==> config.mk <==
export PLATFORM = sky130hd
export DESIGN_NAME = fpu_issue_sequencer
export DESIGN_NICKNAME = d
export VERILOG_FILES = /design/src/rtl/fpu_pkg.sv /design/src/rtl/fpu_op_class.sv /design/src/rtl/fpu_issue_sequencer.sv
export SDC_FILE = /design/constraint.sdc
export NUM_CORES = 1
export LEC_CHECK = 0
export CELL_PAD_IN_SITES_DETAIL_PLACEMENT = 1
export CELL_PAD_IN_SITES_GLOBAL_PLACEMENT = 1
export CORE_AREA = 10 10 76 78
export CTS_BUF_LIST = sky130_fd_sc_hd__clkbuf_4 sky130_fd_sc_hd__clkbuf_8
export DETAILED_ROUTE_END_ITERATION = 7
export DIE_AREA = 0 0 86 88
export PLACE_DENSITY_LB_ADDON = 0.1
export SLEW_MARGIN = 20
export SYNTH_ARGS = -nofsm -noshare
export SYNTH_HDL_FRONTEND = slang
export SYNTH_HIERARCHICAL = 1
export SYNTH_SLANG_ARGS = --single-unit
==> constraint.sdc <==
create_clock -name clk -period 3.3 [get_ports clk]
set_input_delay 0.66 -clock clk [delete_from_list [all_inputs] [get_ports clk]]
set_output_delay 0.66 -clock clk [all_outputs]
set_load 0.01 [all_outputs]
==> src/rtl/fpu_pkg.sv <==
// Shared FPU definitions: op-select codes, op classes and sequencer states.
package fpu_pkg;

   // Op-select codes shared with the FPU decoder; any other code is a
   // single-cycle operation (sign-inject, move, compare, classify).
   localparam logic [4:0] FPU_ADD    = 5'd0;
   localparam logic [4:0] FPU_SUB    = 5'd1;
   localparam logic [4:0] FPU_MUL    = 5'd2;
   localparam logic [4:0] FPU_DIV    = 5'd3;
   localparam logic [4:0] FPU_SQRT   = 5'd4;
   localparam logic [4:0] FPU_CVT_WS = 5'd5;
   localparam logic [4:0] FPU_CVT_SW = 5'd6;

   // FIXED: known latency, VAR: wait for fpu_done, COMB: bypasses the sequencer.
   typedef enum logic [1:0] {
      CLS_COMB  = 2'd0,
      CLS_FIXED = 2'd1,
      CLS_VAR   = 2'd2
   } fpu_class_e;

   typedef enum logic [1:0] {
      ST_IDLE  = 2'd0,
      ST_COUNT = 2'd1,
      ST_WAIT  = 2'd2,
      ST_WB    = 2'd3
   } fpu_state_e;

endpackage

==> src/rtl/fpu_op_class.sv <==
// Combinational op-select decode into op class and fixed latency.
module fpu_op_class
   import fpu_pkg::*;
#(
   parameter int LAT_ADD = 3,
   parameter int LAT_MUL = 4,
   parameter int LAT_CVT = 2,
   parameter int CNT_W   = 6
) (
   input  logic [4:0]       sel_i,
   output fpu_class_e       cls_o,
   output logic [CNT_W-1:0] lat_o
);

   // Latency is only meaningful for FIXED ops; it stays zero otherwise.
   always_comb begin
      cls_o = CLS_COMB;
      lat_o = '0;
      case (sel_i)
         FPU_ADD, FPU_SUB: begin
            cls_o = CLS_FIXED;
            lat_o = CNT_W'(LAT_ADD);
         end
         FPU_MUL: begin
            cls_o = CLS_FIXED;
            lat_o = CNT_W'(LAT_MUL);
         end
         FPU_CVT_WS, FPU_CVT_SW: begin
            cls_o = CLS_FIXED;
            lat_o = CNT_W'(LAT_CVT);
         end
         FPU_DIV, FPU_SQRT: begin
            cls_o = CLS_VAR;
         end
         default: begin
            cls_o = CLS_COMB;
         end
      endcase
   end

endmodule

==> src/rtl/fpu_issue_sequencer.sv <==
// Sequences multi-cycle FPU ops from EX: stalls the pipe, drives start/kill,
// and emits a one-cycle writeback strobe with the latched rd.
// Handshake: an op is accepted in the IDLE cycle where ex_valid is high, the
// op is not single-cycle and flush is low; stall stays high from that cycle
// until the op finishes, so EX holds the instruction exactly while stalled.
module fpu_issue_sequencer
   import fpu_pkg::*;
#(
   parameter int LAT_ADD = 3,
   parameter int LAT_MUL = 4,
   parameter int LAT_CVT = 2,
   parameter int TIMEOUT = 64
) (
   input  logic       clk,
   input  logic       rst_n,
   input  logic       ex_valid,
   input  logic [4:0] ex_sel,
   input  logic [4:0] ex_rd,
   input  logic       ex_regwritef,
   input  logic [2:0] ex_rm,
   input  logic       flush,
   input  logic       fpu_done,
   output logic       stall,
   output logic       fpu_start,
   output logic [4:0] fpu_sel,
   output logic [2:0] fpu_rm,
   output logic       fpu_kill,
   output logic       wb_valid,
   output logic [4:0] wb_rd,
   output logic       wb_we,
   output logic [4:0] busy_rd,
   output logic       busy,
   output logic       timeout_err
);

   localparam int MAX_AM = (LAT_ADD > LAT_MUL) ? LAT_ADD : LAT_MUL;
   localparam int MAX_CT = (LAT_CVT > TIMEOUT) ? LAT_CVT : TIMEOUT;
   localparam int MAX_L  = (MAX_AM > MAX_CT) ? MAX_AM : MAX_CT;
   localparam int CNT_W  = $clog2(MAX_L);

   fpu_state_e       state_q, state_d;
   logic [CNT_W-1:0] cnt_q, cnt_d;
   logic [4:0]       sel_q, sel_d;
   logic [4:0]       rd_q, rd_d;
   logic [2:0]       rm_q, rm_d;
   logic             we_q, we_d;
   logic             terr_q, terr_d;

   fpu_class_e       cls;
   logic [CNT_W-1:0] lat;
   logic             issue;

   fpu_op_class #(
      .LAT_ADD (LAT_ADD),
      .LAT_MUL (LAT_MUL),
      .LAT_CVT (LAT_CVT),
      .CNT_W   (CNT_W)
   ) u_op_class (
      .sel_i (ex_sel),
      .cls_o (cls),
      .lat_o (lat)
   );

   assign busy        = (state_q == ST_COUNT) || (state_q == ST_WAIT);
   assign stall       = issue || busy;
   assign busy_rd     = busy ? rd_q : 5'd0;
   // The FPU sees the op select and rounding mode together with fpu_start.
   assign fpu_sel     = issue ? ex_sel : sel_q;
   assign fpu_rm      = issue ? ex_rm : rm_q;
   assign wb_rd       = wb_valid ? rd_q : 5'd0;
   assign wb_we       = wb_valid && we_q;
   assign timeout_err = terr_q;

   // Next-state, latch updates and one-cycle pulses; flush has priority
   // over fpu_done and counter expiry.
   always_comb begin
      issue     = (state_q == ST_IDLE) && ex_valid && (cls != CLS_COMB) && !flush;
      state_d   = state_q;
      cnt_d     = cnt_q;
      sel_d     = sel_q;
      rd_d      = rd_q;
      rm_d      = rm_q;
      we_d      = we_q;
      terr_d    = terr_q;
      fpu_start = 1'b0;
      fpu_kill  = 1'b0;
      wb_valid  = 1'b0;
      unique case (state_q)
         ST_IDLE: begin
            if (issue) begin
               fpu_start = 1'b1;
               sel_d     = ex_sel;
               rd_d      = ex_rd;
               rm_d      = ex_rm;
               we_d      = ex_regwritef;
               if (cls == CLS_FIXED) begin
                  // Issue cycle plus the WB cycle account for two of LAT.
                  state_d = ST_COUNT;
                  cnt_d   = lat - CNT_W'(2);
               end else begin
                  state_d = ST_WAIT;
                  cnt_d   = CNT_W'(TIMEOUT - 1);
               end
            end
         end
         ST_COUNT: begin
            if (flush) begin
               fpu_kill = 1'b1;
               state_d  = ST_IDLE;
            end else if (cnt_q == '0) begin
               state_d = ST_WB;
            end else begin
               cnt_d = cnt_q - CNT_W'(1);
            end
         end
         ST_WAIT: begin
            if (flush) begin
               fpu_kill = 1'b1;
               state_d  = ST_IDLE;
            end else if (fpu_done) begin
               state_d = ST_WB;
            end else if (cnt_q == '0) begin
               fpu_kill = 1'b1;
               terr_d   = 1'b1;
               state_d  = ST_IDLE;
            end else begin
               cnt_d = cnt_q - CNT_W'(1);
            end
         end
         ST_WB: begin
            wb_valid = !flush;
            state_d  = ST_IDLE;
         end
         default: begin
            state_d = ST_IDLE;
         end
      endcase
   end

   // State, counter and latched operand fields.
   always_ff @(posedge clk or negedge rst_n) begin
      if (!rst_n) begin
         state_q <= ST_IDLE;
         cnt_q   <= '0;
         sel_q   <= '0;
         rd_q    <= '0;
         rm_q    <= '0;
         we_q    <= 1'b0;
         terr_q  <= 1'b0;
      end else begin
         state_q <= state_d;
         cnt_q   <= cnt_d;
         sel_q   <= sel_d;
         rd_q    <= rd_d;
         rm_q    <= rm_d;
         we_q    <= we_d;
         terr_q  <= terr_d;
      end
   end

endmodule

==> run_results.csv <==
group,metric,value,unit
cells_and_area,drive_gt1_share,27.4,%
synth,synth_flop_cell,"dfrtp_1",
cts,clk_path_buf_depth,2,
timing,rsz0062_at_grt,"false",
routing,drt_iter0_markers,17,
timing,setup_violations,0,
cts,hold_buffers,0,
synth,syn_area_per_cell,10.2,sq um
global_route,antenna_found_initial,0,
placement,dpl.hpwl,3380,microns
setup_path,ff2ff_setup_slack,0.86,ns
die,die_h,88,microns
cells_and_area,filler_cell_count,481,
timing,min_period,3.15,ns
cells_and_area,final_cell_mix,"clkdlybuf4s50_1 (28), dfrtp_1 (23), buf_4 (18)",
routing,vias,1318,
cells_and_area,ff_latch_area,576,sq um
die,rows,24,
timing,fmaxAchievable,317,MHz
synth,synth_seq_cells,23,
power_and_ir_drop,power-per-cell-area,747,mW/mm^2
cells_and_area,finalInstanceArea,0.00220,sq mm
timing,worst_slack,0.148,ns
setup_path,crit_type,"input pin to output port",
routing,drt_pass1_iterations,3,
setup_path,cp.arrival,2.49,ns
synth,yosys_warnings,6,
setup_path,path_max_fanout,8,
setup_path,r2r-end,"cnt_q[0]",
placement,io_buffers,43,
cts,cts_root_buffer,"clkbuf_8",
cts,clkLatencyLatePin,0.26,ns
routing,wl,4240,microns
placement,place_area,0.00213,sq mm
cts,path_clk_slew,0.09,ns
timing,clock_skew,0.00243,ns
power_and_ir_drop,vdd_drop_max,0.323,mV
min_path,hold_start,"timeout_err",
routing,drc_errors,0,
die,core-area,0.00429,sq mm
routing,wl_per_cell,16.1,microns
setup_path,cp.required,2.64,ns
cells_and_area,mostFrequentLayoutCell,"clkdlybuf4s50_1",
placement,gp_congestion,0.684,
synth,synthDistinctLibCells,45,
global_route,grt_pass1_wl,7290,microns
cts,htreeDepth,1,
min_path,hold_path.class,"flip-flop to flip-flop",
synth,async_flop_share,100,%
die,ios,44,
power_and_ir_drop,totalPowerFinal,1.64,mW
setup_path,reg2reg_depth,6,
cells_and_area,fin_cells,264,
synth,synth_area,0.00156,sq mm
cells_and_area,num_antenna_cells,0,
global_route,grt_usage,11.8,%
synth,syn_inst,153,
cts,cts_made_buffers,3,
setup_path,reg2reg_from,"state_q[0]",
die,start_util,36.2,%
timing,hold_viol_final,0,
die,dieArea,0.00757,sq mm
run,maxCapViolations,0,
setup_path,cp-end-kind,"output port",
cells_and_area,final_core_util,51.2,%
placement,dp_slack,-0.464,ns
setup_path,start_kind,"input pin",
cells_and_area,areaGrowthSynthToFinish,41.3,%
min_path,whs_path_depth,1,
global_route,grt_overflow,0,
cells_and_area,multi_input_area,931,sq um
cts,clkSinkCount,23,
synth,synth.yosys.seq_area_share,37.0,%
synth,synth_edf_count,0,
global_route,grt_pass1_vias,1527,
cts,cts_tree,"done",
min_path,min_to,"timeout_err",
power_and_ir_drop,power_leakage,0.979,nW
placement,dp_cells,257,
routing,final_antenna_net_count,0,
cells_and_area,nets,238,
timing,period_share,95.5,%
timing,relSlewSlack,58.3,%
global_route,grt_max_degree,24,
timing,maxSlewViolCount,0,
routing,routed_via_density,4.99,
timing,tightest_slew,0.626,ns
status,outcome,"finished clean",
die,dieWidth,86,microns
-- where the power goes --
group          switching (mW)  internal (mW)  leakage, nW
Combinational           0.450          0.490        0.683
Clock                  0.0952         0.0844       0.0255
Sequential              0.106          0.416        0.271
-- layer usage --
metal  global-route usage [%]  part of all wire (%)  vias to the layer above
li1                         -                     -                      650
met1                     12.6                    40                      641
met2                     21.0                    52                       23
met3                     4.36                   6.1                        4
met4                     4.04                   1.1                        0
met5                        0                     0                        -
-- cells in the mapped netlist, types with 2 or more instances --
cell type,instances,area (sq um)
dfrtp_1,23,576
mux2_2,14,158
and2_1,12,75.1
mux2_1,12,135
inv_1,11,41.3
ha_1,6,75.1
nor2_1,6,22.5
nand2b_1,5,31.3
buf_2,4,20.0
nand2_1,4,15.0
nor3_1,4,20.0
o21ai_0,4,20.0
a21oi_1,3,15.0
a32o_1,3,30.0
buf_4,3,22.5
nor3b_1,3,22.5
xnor2_1,3,26.3
a41oi_1,2,17.5
clkbuf_1,2,7.51
nor2b_1,2,12.5
o21ai_1,2,10.0
or3_1,2,12.5
-- sequential cells by signal, summed over array words and instances, names as in the netlist --
register and flops:
state_q 2, sel_q 5, we_q 1, rd_q 5, cnt_q 6, timeout_err 1
rm_q 3
-- per-stage QoR --
step / setup TNS [ns] / hold WS, ns
floorplan: 0 / 0.364
global placement: -3.64 / 0.457
detailed placement: -4.44 / 0.475
CTS: -0.00110 / 0.495
global route: 0 / 0.514
finish: 0 / 0.482
-- repair_timing --
action	in CTS	in global routing
gates resized for setup	44	11
setup endpoints to repair	10	10
pin swaps	0	2
buffers inserted	2	0
cloned	1	0
-- worst max-delay path by stage --
stage | from | end | cells after the start
after CTS | ex_sel[3] | fpu_rm[2] | 9
after global routing | ex_sel[4] | fpu_sel[1] | 9
after detailed placement | ex_sel[0] | fpu_rm[1] | 9
after global placement | ex_sel[0] | fpu_sel[1] | 9
after floorplan | ex_sel[4] | fpu_sel[4] | 7
final | ex_sel[4] | fpu_sel[1] | 9
-- area by class of cell --
class	instances	share of cell area [%]
Clock inverter	1	0.228
Timing Repair Buffer	62	24.5
Tap cell	52	2.96
Sequential cell	23	26.2
Inverter	11	1.88
Multi-Input combinational cell	112	42.4
Clock buffer	3	1.88
-- critical path, stage by stage --
cell	delay, ns
dlygate4sd2_1	0.26
or2_4	0.26
buf_4	0.15
nor2_4	0.10
nor2_1	0.05
or3_4	0.40
buf_8	0.15
mux2_1	0.31
buf_2	0.15
-- cells by family (layout without fill, tap and decap cells) --
family          count (synthesis)  after routing  share of synthesized area (%)
compound gates                 26             26                           12.3
xor+xnor                        3              3                           1.69
fa+ha+maj                       6              6                           4.83
buf+inv                        20             77                           5.87
flops                          23             23                           37.0
mux                            27             27                           19.5
other cells                     1              3                          0.241
simple gates                   47             47                           18.6
Note: power is estimated with default switching activity, not from simulation.
